$ cat src/rtl/fetch_pkg.sv
// Shared fetch definitions: default data width, legal queue depth range and
// the canonical fetch-queue entry layout.
package fetch_pkg;

  localparam int unsigned XLEN_DEFAULT = 32;
  localparam int unsigned DEPTH_MIN    = 2;
  localparam int unsigned DEPTH_MAX    = 16;

  typedef struct packed {
    logic [XLEN_DEFAULT-1:0] pc;
    logic [XLEN_DEFAULT-1:0] instr;
    logic                    filled;
  } fetch_entry_t;

endpackage

$ cat src/rtl/fetch_queue.sv
// Fetch queue storage: entries allocated in request order, filled in response
// order, popped in program order. Pointers carry one extra wrap bit.
module fetch_queue
  import fetch_pkg::*;
#(
  parameter int unsigned DEPTH = 4,
  parameter int unsigned XLEN  = XLEN_DEFAULT
) (
  input  logic                    clk,
  input  logic                    rst,
  input  logic                    i_flush,
  input  logic                    i_alloc,
  input  logic [XLEN-1:0]         i_alloc_pc,
  input  logic                    i_fill,
  input  logic [XLEN-1:0]         i_fill_data,
  input  logic                    i_pop,
  output logic                    o_head_valid,
  output logic [XLEN-1:0]         o_head_pc,
  output logic [XLEN-1:0]         o_head_instr,
  output logic [$clog2(DEPTH):0]  o_used,
  output logic [$clog2(DEPTH):0]  o_pending
);

  localparam int unsigned AW = $clog2(DEPTH);
  localparam int unsigned PW = AW + 1;

  logic [PW-1:0]   r_alloc_ptr;
  logic [PW-1:0]   r_fill_ptr;
  logic [PW-1:0]   r_rd_ptr;
  logic [DEPTH-1:0] r_filled;
  logic [XLEN-1:0] r_pc    [DEPTH];
  logic [XLEN-1:0] r_instr [DEPTH];

  logic [AW-1:0]   w_alloc_idx;
  logic [AW-1:0]   w_fill_idx;
  logic [AW-1:0]   w_rd_idx;

  always_comb begin
    w_alloc_idx  = r_alloc_ptr[AW-1:0];
    w_fill_idx   = r_fill_ptr[AW-1:0];
    w_rd_idx     = r_rd_ptr[AW-1:0];
    o_head_valid = r_filled[w_rd_idx];
    o_head_pc    = r_pc[w_rd_idx];
    o_head_instr = r_instr[w_rd_idx];
    o_used       = r_alloc_ptr - r_rd_ptr;
    o_pending    = r_alloc_ptr - r_fill_ptr;
  end

  // Fill only targets allocated-but-unfilled slots and pop only filled ones,
  // so same-cycle fill and pop never touch the same entry.
  always_ff @(posedge clk or posedge rst) begin
    if (rst) begin
      r_alloc_ptr <= '0;
      r_fill_ptr  <= '0;
      r_rd_ptr    <= '0;
      r_filled    <= '0;
    end else if (i_flush) begin
      r_alloc_ptr <= '0;
      r_fill_ptr  <= '0;
      r_rd_ptr    <= '0;
      r_filled    <= '0;
    end else begin
      if (i_alloc) begin
        r_alloc_ptr <= r_alloc_ptr + PW'(1);
      end
      if (i_fill) begin
        r_filled[w_fill_idx] <= 1'b1;
        r_fill_ptr           <= r_fill_ptr + PW'(1);
      end
      if (i_pop) begin
        r_filled[w_rd_idx] <= 1'b0;
        r_rd_ptr           <= r_rd_ptr + PW'(1);
      end
    end
  end

  always_ff @(posedge clk) begin
    if (i_alloc) begin
      r_pc[w_alloc_idx] <= i_alloc_pc;
    end
    if (i_fill) begin
      r_instr[w_fill_idx] <= i_fill_data;
    end
  end

endmodule

$ cat src/rtl/if_fetch_unit.sv
// Instruction fetch unit: credit-based request issue, in-order response
// capture, redirect flush with discard of stale in-flight responses.
// Optional perf counters when FETCH_PERF_EN is defined.
module if_fetch_unit
  import fetch_pkg::*;
#(
  parameter int unsigned DEPTH = 4,
  parameter int unsigned XLEN  = XLEN_DEFAULT
) (
  input  logic            clk,
  input  logic            rst,
  input  logic [XLEN-1:0] pc_in,
  output logic            pc_stall,
  input  logic            redirect,
  output logic            imem_req_valid,
  output logic [XLEN-1:0] imem_req_addr,
  input  logic            imem_req_ready,
  input  logic            imem_rsp_valid,
  input  logic [XLEN-1:0] imem_rsp_data,
  output logic            dec_valid,
  output logic [XLEN-1:0] dec_instr,
  output logic [XLEN-1:0] dec_pc,
  input  logic            dec_ready
`ifdef FETCH_PERF_EN
  ,
  output logic [31:0]     perf_stall_cycles,
  output logic [15:0]     perf_flushes
`endif
);

  localparam int unsigned AW = $clog2(DEPTH);
  localparam int unsigned CW = AW + 1;
  localparam logic [CW:0] DEPTH_C = (CW+1)'(DEPTH);

  if ((DEPTH < DEPTH_MIN) || (DEPTH > DEPTH_MAX) || ((DEPTH & (DEPTH - 1)) != 0)) begin : g_bad_depth
    $error("if_fetch_unit: DEPTH must be a power of 2 within the supported range");
  end

  logic [CW-1:0] w_used;
  logic [CW-1:0] w_pending;
  logic [CW-1:0] r_discard;
  logic [CW-1:0] w_discard_flush;
  logic [CW:0]   w_committed;
  logic          w_credit;
  logic          w_fire;
  logic          w_rsp_owned;
  logic          w_rsp_drop;
  logic          w_rsp_fill;
  logic          w_pop;
  logic          w_spurious;

  // Slots still owed a response (queued or to be discarded) count against credit.
  always_comb begin
    w_committed     = {1'b0, w_used} + {1'b0, r_discard};
    w_credit        = w_committed < DEPTH_C;
    imem_req_valid  = !rst && !redirect && w_credit;
    imem_req_addr   = pc_in;
    w_fire          = imem_req_valid && imem_req_ready;
    pc_stall        = !w_fire;
    w_rsp_owned     = (r_discard != '0) || (w_pending != '0);
    w_spurious      = imem_rsp_valid && !w_rsp_owned;
    w_rsp_drop      = imem_rsp_valid && (r_discard != '0);
    w_rsp_fill      = imem_rsp_valid && (r_discard == '0) && (w_pending != '0) && !redirect;
    w_pop           = dec_valid && dec_ready && !redirect;
    w_discard_flush = w_pending + r_discard - CW'(imem_rsp_valid && w_rsp_owned);
  end

  always_ff @(posedge clk or posedge rst) begin
    if (rst) begin
      r_discard <= '0;
    end else if (redirect) begin
      r_discard <= w_discard_flush;
    end else if (w_rsp_drop) begin
      r_discard <= r_discard - CW'(1);
    end
  end

  fetch_queue #(
    .DEPTH (DEPTH),
    .XLEN  (XLEN)
  ) u_queue (
    .clk          (clk),
    .rst          (rst),
    .i_flush      (redirect),
    .i_alloc      (w_fire),
    .i_alloc_pc   (pc_in),
    .i_fill       (w_rsp_fill),
    .i_fill_data  (imem_rsp_data),
    .i_pop        (w_pop),
    .o_head_valid (dec_valid),
    .o_head_pc    (dec_pc),
    .o_head_instr (dec_instr),
    .o_used       (w_used),
    .o_pending    (w_pending)
  );

  a_rsp_without_request: assert property (@(posedge clk) disable iff (rst) !w_spurious);

`ifdef FETCH_PERF_EN
  logic [31:0] r_perf_stall;
  logic [15:0] r_perf_flush;

  always_ff @(posedge clk or posedge rst) begin
    if (rst) begin
      r_perf_stall <= '0;
      r_perf_flush <= '0;
    end else begin
      if (pc_stall && (r_perf_stall != '1)) begin
        r_perf_stall <= r_perf_stall + 32'd1;
      end
      if (redirect) begin
        r_perf_flush <= r_perf_flush + 16'd1;
      end
    end
  end

  always_comb begin
    perf_stall_cycles = r_perf_stall;
    perf_flushes      = r_perf_flush;
  end
`endif

endmodule

$ cat config.mk
export PLATFORM = sky130hd
export DESIGN_NAME = if_fetch_unit
export DESIGN_NICKNAME = d
export VERILOG_FILES = /design/src/rtl/fetch_pkg.sv /design/src/rtl/fetch_queue.sv /design/src/rtl/if_fetch_unit.sv
export SDC_FILE = /design/constraint.sdc
export NUM_CORES = 1
export LEC_CHECK = 0
export CORE_ASPECT_RATIO = 0.8
export CORE_UTILIZATION = 45
export CTS_CLUSTER_DIAMETER = 30
export DETAILED_ROUTE_END_ITERATION = 12
export PLACE_DENSITY_LB_ADDON = 0.12
export SLEW_MARGIN = 30
export SYNTH_ARGS = -nofsm -noshare
export SYNTH_HDL_FRONTEND = slang
export SYNTH_SLANG_ARGS = --single-unit
$ cat constraint.sdc
create_clock -name clk -period 4.25 [get_ports clk]
set_input_delay 1.275 -clock clk [delete_from_list [all_inputs] [get_ports clk]]
set_output_delay 1.275 -clock clk [all_outputs]
set_load 0.02 [all_outputs]
==> results of run 1 <==
==> critical path: stages (launching register included) <==
cell	delay, ns
sky130_fd_sc_hd__dfrtp_1	0.38
sky130_fd_sc_hd__inv_2	0.06
sky130_fd_sc_hd__ha_1	0.13
sky130_fd_sc_hd__inv_1	0.05
sky130_fd_sc_hd__fa_2	0.33
sky130_fd_sc_hd__xor2_1	0.16
sky130_fd_sc_hd__xnor2_1	0.13
sky130_fd_sc_hd__ha_1	0.29
sky130_fd_sc_hd__or4_4	0.44
sky130_fd_sc_hd__nor4b_4	0.24
sky130_fd_sc_hd__inv_1	0.08
sky130_fd_sc_hd__buf_6	0.13
==> sequential cells by signal (all words and copies together), names as in the netlist <==
name and cells:
r_discard 3, u_queue.r_alloc_ptr 3, u_queue.r_fill_ptr 3, u_queue.r_filled 4, u_queue.r_instr 128, u_queue.r_pc 128
u_queue.r_rd_ptr 3
==> cells in the mapped netlist, types with 3 or more instances <==
library cell	instances	area share [%]
sky130_fd_sc_hd__xnor2_1	8	0.65
sky130_fd_sc_hd__a211oi_2	3	0.35
sky130_fd_sc_hd__mux4_2	65	14
sky130_fd_sc_hd__buf_4	32	2.2
sky130_fd_sc_hd__edfxtp_1	256	72
sky130_fd_sc_hd__ha_1	21	2.4
sky130_fd_sc_hd__nor2_1	8	0.28
sky130_fd_sc_hd__mux2i_1	4	0.37
sky130_fd_sc_hd__clkbuf_1	10	0.35
sky130_fd_sc_hd__and2_1	9	0.52
sky130_fd_sc_hd__fa_1	3	0.56
sky130_fd_sc_hd__dfrtp_1	16	3.7
sky130_fd_sc_hd__buf_2	5	0.23
sky130_fd_sc_hd__a21oi_1	8	0.37
sky130_fd_sc_hd__buf_1	3	0.10
sky130_fd_sc_hd__inv_1	15	0.52
==> how the worst max path moves through the flow <==
stage / slack [ns] / from / end
detailed placement: -0.17 / rst / pc_stall
CTS: -0.02 / u_queue.r_rd_ptr[0] / pc_stall
global placement: -0.15 / rst / pc_stall
floorplan: 0.16 / u_queue.r_rd_ptr[1] / pc_stall
global route: -0.07 / u_queue.r_alloc_ptr[0] / pc_stall
finish: 0.06 / u_queue.r_alloc_ptr[0] / pc_stall
==> timing repair <==
item | 4_1_cts | 5_1_grt
pin swaps | 1 | 4
resized for setup | 14 | 0
endpoints found under the hold margin | 0 | 0
buffers inserted | 1 | 1
endpoints found under the setup margin | 2 | 2
==> per-stage QoR <==
step / worst slack (ns) / std cells / TNS [ns] / instance area (um^2)
4_1_cts: -0.02440 / 1019 / -0.02440 / 14310
3_5_place_dp: -0.1699 / 935 / -0.3283 / 12740
6_report: 0.05937 / 1021 / 0 / 14320
3_3_place_gp: -0.1520 / 935 / -0.2707 / 12740
5_1_grt: -0.07173 / 1020 / -0.08372 / 14320
2_1_floorplan: 0.1624 / 490 / 0 / 10740
==> power breakdown <==
| part | switching [mW] | internal [mW] |
|---|---|---|
| sequential | 0.0201 | 2.98 |
| clock | 1.26 | 2.40 |
| combinational | 0.249 | 0.250 |
==> per-layer routing <==
layer / part of all wire (%) / wire length, um
met5: 0.065 / 13
met4: 1.6 / 317
met3: 5.9 / 1179
met2: 50 / 10060
met1: 43 / 8583
==> logic make-up after synthesis <==
family	after synthesis	share of synthesized area [%]
fa+ha+maj	24	3.007
simple gates	31	1.771
xor+xnor	11	1.037
compound gates	17	1.294
mux	70	14.11
buf+inv	65	3.449
flops	272	75.33
==> layout make-up <==
class | instances | area (um^2) | area share (%)
inverter | 15 | 56.30 | 0.3932
clock inverter | 35 | 379.1 | 2.647
multi-input combinational | 153 | 2295 | 16.02
tap | 312 | 390.4 | 2.726
clock buffer | 48 | 1180 | 8.239
timing repair buffer | 185 | 1922 | 13.42
antenna | 1 | 2.502 | 0.01747
sequential | 272 | 8095 | 56.53
==> results.toml, run 1 <==
[grt]
grt_pass1_wl_mm = 31.68
groute.layer.met1.usage_pct = 22.53
first_global_vias = 5715
largest_net_degree_at_the_start_of_global_routing = 71
grt_antenna_before_repair = 2
grt_util_met2_pct = 27.90
globalRoute.busiestLayer = "met2"
gr-total-overflow = 0
use_met3_pct = 4.587
globalRouteTotalUtil_pct = 17.12

[floorplan]
ioPinCount = 169
fp.coreArea_um2 = 23400
height_of_the_chip_um = 140.2
floorplan.die_area_um2 = 24480
placementRows = 50
initial_core_util_pct = 45.89
fp.dieW_um = 174.7

[clocking]
number_of_buffers_created_by_cts = 46
holdBufCountCts = 0
clkSinkCount = 272
clock_latency_ns = 0.52
ctsHtreeMaxLevel = 2
clkTransAtPathRegs_ns = 0.05
cts_tree = "built"
cts.root.buffer_cell = "sky130_fd_sc_hd__clkbuf_16"
clockBufferDepth = 3

[critical_path]
worstSetupEndpointType = "output port"
regToRegStartpoint = "u_queue.r_alloc_ptr[0]"
timing.rr.end = "r_discard[2]"
worst-r2r-cell-count = 15
crit_type = "reg2out"
critical_path_peak_fanout = 2
cp.required_ns = 2.97
crit_arrival_ns = 2.92
timing.reg2reg.setup_slack_ns = 1.01
worstSetupStartpointType = "register"

[hold_path]
worst_hold_path.num_cells = 1
worst_hold_path.endpoint = "r_discard[2]"
hold_start = "r_discard[2]"
hold_class = "reg2reg"

[sta]
fin_hold_ws_ns = 0.5147
timing.final.crit_period_ns = 4.191
setup_failing_eps_final = 0
worst_pin_slew_ns = 0.7480
max_slew_violations = 0
setup_repair_after_global_routing_missed_its_margin = "yes"
final_min_period_over_clock_period_pct = 98.60
hold_violations = 0
slew_headroom_pct = 50.13
max_freq_mhz = 238.6
timing.clock.skew_ns = 0.01548

[routing]
num_vias = 5271
vias_per_cell = 5.163
wl_per_cell_um = 19.74
detail_route.wirelength_mm = 20.15
post-route-drc-count = 0
drt_pass1_iterations = 6
drt.antenna.violating_nets = 0
drt_iter0_markers = 389

[logic_synthesis]
synth_seq_cells = 272
ys_types = 35
syn_inst = 490
synth_top_flop_cell = "sky130_fd_sc_hd__edfxtp_1"
synthArstFlopShare_pct = 5.882
syn_avg_cell_area_um2 = 21.91
synth-edff-count = 256
post_synth_instance_area_um2 = 10740
ys_warn_count = 0
ys_seq_area_share_pct = 75.33
synth_nets = 584

[final_layout]
nFillCells = 1701
post_route_cells_drive_above_1_share_pct = 25.71
finalCoreUtilization_pct = 61.20
most_common_cell_after_layout_fill_and_taps_aside = "sky130_fd_sc_hd__edfxtp_1"
layout_common_cells = "sky130_fd_sc_hd__edfxtp_1 (256), sky130_fd_sc_hd__clkdlybuf4s50_1 (166), sky130_fd_sc_hd__mux4_2 (65)"
synthToLayoutAreaGrowth_pct = 33.38
design.final.nets = 767

[placement]
port-buffer-count = 168
place_hpwl_mm = 11.57
finalWeightedCongestion = 0.7328

[power]
p_leak_nw = 4.762
ir_worst_vdd_mv = 0.3333
power.density_nw_per_um2 = 499.7
post_route_total_power_mw = 7.155

[flow_run]
drv_cap = 0

[outcome]
outcome = "finished clean"
Power figures use the tool's default switching activity.
==> inputs of run 2 (changes only) <==
GPL_ROUTABILITY_DRIVEN = 0   (was default)
PLACE_DENSITY_LB_ADDON = 0.2   (was 0.12)
SLEW_MARGIN = default   (was 30)
==> results.toml, run 2 (synthesized netlist as in run 1, its figures left out) <==
[outcome]
outcome = "finished clean"

[clocking]
cts.root.buffer_cell = "sky130_fd_sc_hd__clkbuf_16"
clock_latency_ns = 0.52
cts_tree = "built"
ctsHtreeMaxLevel = 2
number_of_buffers_created_by_cts = 48
clockBufferDepth = 3
holdBufCountCts = 0
clkSinkCount = 272
clkTransAtPathRegs_ns = 0.05

[power]
ir_worst_vdd_mv = 0.3322
power.density_nw_per_um2 = 510.3
p_leak_nw = 4.813

[sta]
timing.final.crit_period_ns = 4.234
worst_pin_slew_ns = 1.034
hold_violations = 0
final_min_period_over_clock_period_pct = 99.64
max_freq_mhz = 236.2
setup_repair_after_global_routing_missed_its_margin = "yes"
timing.clock.skew_ns = 0.01535
max_slew_violations = 0
fin_hold_ws_ns = 0.5167
setup_failing_eps_final = 0
slew_headroom_pct = 31.09

[grt]
first_global_vias = 5758
grt_antenna_before_repair = 0
globalRouteTotalUtil_pct = 16.57
grt_pass1_wl_mm = 31.07
largest_net_degree_at_the_start_of_global_routing = 71
gr-total-overflow = 0

[final_layout]
nFillCells = 1654
antennaDiodeCount = 0
layout_common_cells = "sky130_fd_sc_hd__edfxtp_1 (256), sky130_fd_sc_hd__clkdlybuf4s50_1 (166), sky130_fd_sc_hd__mux4_2 (65)"
finalCoreUtilization_pct = 61.57
biggestRegsByFlops = "u_queue.r_instr (128), u_queue.r_pc (128), u_queue.r_filled (4)"
design.final.nets = 771
post_route_cells_drive_above_1_share_pct = 26.12
most_common_cell_after_layout_fill_and_taps_aside = "sky130_fd_sc_hd__edfxtp_1"
synthToLayoutAreaGrowth_pct = 34.18

[routing]
post-route-drc-count = 0
wl_per_cell_um = 18.98
num_vias = 5175
drt.antenna.violating_nets = 0
detail_route.wirelength_mm = 19.52
drt_iter0_markers = 273
vias_per_cell = 5.034
drt_pass1_iterations = 4

[floorplan]
floorplan.die_area_um2 = 24480
ioPinCount = 169
fp.dieW_um = 174.7
placementRows = 50
fp.coreArea_um2 = 23400
height_of_the_chip_um = 140.2
initial_core_util_pct = 45.89

[critical_path]
crit_arrival_ns = 2.96
worstSetupEndpointType = "output port"
cp.required_ns = 2.97
critical_path_peak_fanout = 2
worstSetupStartpointType = "register"
crit_type = "reg2out"

[placement]
place_hpwl_mm = 11.54
port-buffer-count = 168

[hold_path]
hold_class = "reg2reg"

[flow_run]
drv_cap = 0
-- run 2: path summary, 6_finish.rpt --
path	from	to	slack (ns)	depth (start not counted)
max	u_queue.r_rd_ptr[0]	pc_stall	0.02	10
min	r_discard[2]	r_discard[2]	0.52	1
max reg2reg	u_queue.r_rd_ptr[0]	u_queue.r_pc[3][5]	0.78	13
min reg2reg	r_discard[2]	r_discard[2]	0.52	1
max in group asynchronous	rst	u_queue.r_rd_ptr[0]	2.56	2
min in group asynchronous	rst	u_queue.r_alloc_ptr[2]	1.19	2
-- run 2: layer usage --
metal / vias to the layer above / global-route usage, % / share of wire [%]
met2: 114 / 28.36 / 52
li1: 2340 / - / -
met5: - / 0 / 0
met1: 2700 / 21.21 / 43
met3: 21 / 3.610 / 4.2
met4: 0 / 5.172 / 1.4
-- run 2: power by group --
group	total (mW)	switching [mW]	leakage (nW)	internal, mW
sequential	3.00	0.0216	2.52	2.98
combinational	0.497	0.246	1.50	0.250
clock	3.85	1.22	0.802	2.63
-- run 2: critical path, stage by stage (launching register included) --
cell	delay, ns
sky130_fd_sc_hd__dfrtp_4	0.42
sky130_fd_sc_hd__ha_1	0.16
sky130_fd_sc_hd__inv_1	0.05
sky130_fd_sc_hd__fa_2	0.33
sky130_fd_sc_hd__xor2_1	0.16
sky130_fd_sc_hd__xnor2_1	0.17
sky130_fd_sc_hd__ha_1	0.25
sky130_fd_sc_hd__or4_4	0.44
sky130_fd_sc_hd__nor4b_4	0.25
sky130_fd_sc_hd__inv_1	0.08
sky130_fd_sc_hd__buf_6	0.13
-- run 2: area by class of cell --
class                           count  area, um^2  area share [%]
Clock buffer                       57        1277           8.868
Clock inverter                     32       396.6           2.753
Inverter                           15       56.30          0.3908
Multi-Input combinational cell    153        2295           15.93
Sequential cell                   272        8095           56.19
Tap cell                          312       390.4           2.710
Timing Repair Buffer              187        1896           13.16
-- run 2: stage by stage --
step	worst slack [ns]	area [um^2]	total power [mW]	TNS [ns]	instances
floorplan	0.1624	10740	3.327	0	490
global placement	-0.1385	12710	3.528	-0.2494	937
detailed placement	-0.1783	12710	3.549	-0.2915	937
CTS	-0.1019	14390	7.439	-0.1019	1027
global route	-0.1191	14410	7.603	-0.1191	1028
finish	0.01551	14410	7.352	0	1028
-- run 2: repair_timing --
action / 4_1_cts / 5_1_grt
pin swaps: 2 / 2
setup endpoints to repair: 2 / 2
gates resized for setup: 10 / 4
setup buffers: 1 / 1
==> inputs of run 3 (changes only) <==
CORE_UTILIZATION = 54   (was 45)
==> results.toml, run 3 (synthesized netlist as in run 1, its figures left out) <==
[outcome]
outcome = "finished with violations"
failing_checks = "setup timing"

[sta]
hold_violations = 0
setup_failing_eps_final = 1
max_freq_mhz = 234.7
fin_hold_ws_ns = 0.5363
timing.final.ws_setup_ns = -0.01141
setup_repair_after_global_routing_missed_its_margin = "yes"
worst_pin_slew_ns = 0.9709
slew_headroom_pct = 35.27
final_min_period_over_clock_period_pct = 100.3
max_slew_violations = 0
timing.final.crit_period_ns = 4.261
timing.clock.skew_ns = 0.02261

[critical_path]
worstSetupEndpointType = "output port"
crit_arrival_ns = 2.99
crit_path_start = "u_queue.r_alloc_ptr[0]"
timing.rr.end = "u_queue.r_pc[3][5]"
worstSetupStartpointType = "register"
timing.reg2reg.setup_slack_ns = 0.85
cp.required_ns = 2.97
crit_type = "reg2out"
worst-r2r-cell-count = 14
regToRegStartpoint = "u_queue.r_alloc_ptr[0]"
crit_end = "pc_stall"
critical_path_peak_fanout = 2

[clocking]
number_of_buffers_created_by_cts = 45
clockBufferDepth = 3
clkTransAtPathRegs_ns = 0.05
ctsHtreeMaxLevel = 2
cts.root.buffer_cell = "sky130_fd_sc_hd__clkbuf_16"
holdBufCountCts = 0
clkSinkCount = 272
cts_tree = "built"
clock_latency_ns = 0.52

[hold_path]
hold_class = "reg2reg"

[grt]
largest_net_degree_at_the_start_of_global_routing = 68
grt_pass1_wl_mm = 31.58
grt_antenna_before_repair = 0
first_global_vias = 5897
gr-total-overflow = 0
globalRouteTotalUtil_pct = 20.53

[power]
power.density_nw_per_um2 = 511.9
power.switching_mw = 1.455
ir_worst_vdd_mv = 0.5007
power_switching_share_pct = 19.96
post_route_total_power_mw = 7.291
power.share.clock_pct = 51.9
internal_power_mw = 5.835
power.share.combinational_pct = 6.9
p_leak_nw = 4.775
power_frac_seq_pct = 41.2

[final_layout]
design.final.nets = 768
antennaDiodeCount = 0
most_common_cell_after_layout_fill_and_taps_aside = "sky130_fd_sc_hd__edfxtp_1"
layout_common_cells = "sky130_fd_sc_hd__edfxtp_1 (256), sky130_fd_sc_hd__clkdlybuf4s50_1 (166), sky130_fd_sc_hd__mux4_2 (65)"
nFillCells = 1084
post_route_cells_drive_above_1_share_pct = 25.00
synthToLayoutAreaGrowth_pct = 32.64
biggestRegsByFlops = "u_queue.r_instr (128), u_queue.r_pc (128), u_queue.r_filled (4)"

[floorplan]
ioPinCount = 169
floorplan.die_area_um2 = 20450
fp.coreArea_um2 = 19200
height_of_the_chip_um = 128.1
initial_core_util_pct = 55.92
fp.dieW_um = 159.7
placementRows = 45

[routing]
wl_per_cell_um = 20.83
drt_iter0_markers = 231
num_vias = 5214
drt_pass1_iterations = 4
post-route-drc-count = 0
drt.antenna.violating_nets = 0
vias_per_cell = 5.398
detail_route.wirelength_mm = 20.12

[placement]
port-buffer-count = 168
place_hpwl_mm = 11.59

[flow_run]
drv_cap = 0
[run 3: worst min-delay path by stage]
stage	start	end	slack (ns)	depth (start not counted)
floorplan	r_discard[2]	r_discard[2]	0.46	1
global placement	r_discard[2]	r_discard[2]	0.49	1
detailed placement	r_discard[2]	r_discard[2]	0.51	1
CTS	r_discard[2]	r_discard[2]	0.52	1
global route	r_discard[2]	r_discard[2]	0.53	1
finish	r_discard[2]	r_discard[2]	0.54	1
[run 3: metal layers]
layer	part of all wire, %	track usage, %
met1	40	25.86
met2	54	35.58
met3	5.7	5.079
met4	1.0	6.165
met5	0	0
[run 3: area by class of cell]
class | count | area [um^2] | share of cell area (%)
clock inverters | 34 | 473.0 | 3.321
repair buffers | 187 | 1871 | 13.13
multi-input cells | 153 | 2290 | 16.08
clock buffers | 47 | 1134 | 7.960
inverters | 15 | 56.30 | 0.3954
well taps | 258 | 322.8 | 2.267
flip-flops and latches | 272 | 8095 | 56.84
[run 3: worst max-delay path, cell delays in order (launching register included)]
cell                      delay [ns]
sky130_fd_sc_hd__dfrtp_1        0.38
sky130_fd_sc_hd__inv_2          0.07
sky130_fd_sc_hd__ha_1           0.14
sky130_fd_sc_hd__inv_1          0.06
sky130_fd_sc_hd__fa_2           0.34
sky130_fd_sc_hd__xor2_1         0.18
sky130_fd_sc_hd__xnor2_1        0.17
sky130_fd_sc_hd__ha_1           0.25
sky130_fd_sc_hd__or4_4          0.44
sky130_fd_sc_hd__nor4b_4        0.25
sky130_fd_sc_hd__inv_1          0.08
sky130_fd_sc_hd__buf_6          0.13
[run 3: repair_timing]
| action | 4_1_cts | 5_1_grt |
|---|---|---|
| buffers inserted | 2 | 1 |
| pin swaps | 2 | 2 |
| setup endpoints to repair | 2 | 2 |
| resized for setup | 14 | 0 |
| gates cloned | 0 | 0 |
[run 3: power by group through the flow]
stage / Sequential [mW] / Combinational [mW] / Clock (mW)
floorplan: 3.05 / 0.280 / 0
global placement: 3.05 / 0.475 / 0
detailed placement: 3.05 / 0.496 / 0
CTS: 3.00 / 0.508 / 3.85
global route: 3.01 / 0.551 / 3.97
finish: 3.01 / 0.503 / 3.78
[run 3: through the flow]
| stage | TNS, ns | util [%] | area (um^2) | cells | setup slack (ns) |
|---|---|---|---|---|---|
| 2_1_floorplan | 0 | - | 10740 | 490 | 0.1624 |
| 5_1_grt | -0.2464 | 74.17 | 14240 | 966 | -0.1652 |
| 4_1_cts | -0.05691 | 74.13 | 14230 | 965 | -0.05691 |
| 3_3_place_gp | -0.2473 | 65.68 | 12610 | 882 | -0.1351 |
| 3_5_place_dp | -0.3031 | 65.68 | 12610 | 882 | -0.1705 |
| 6_report | -0.01141 | 74.17 | 14240 | 966 | -0.01141 |
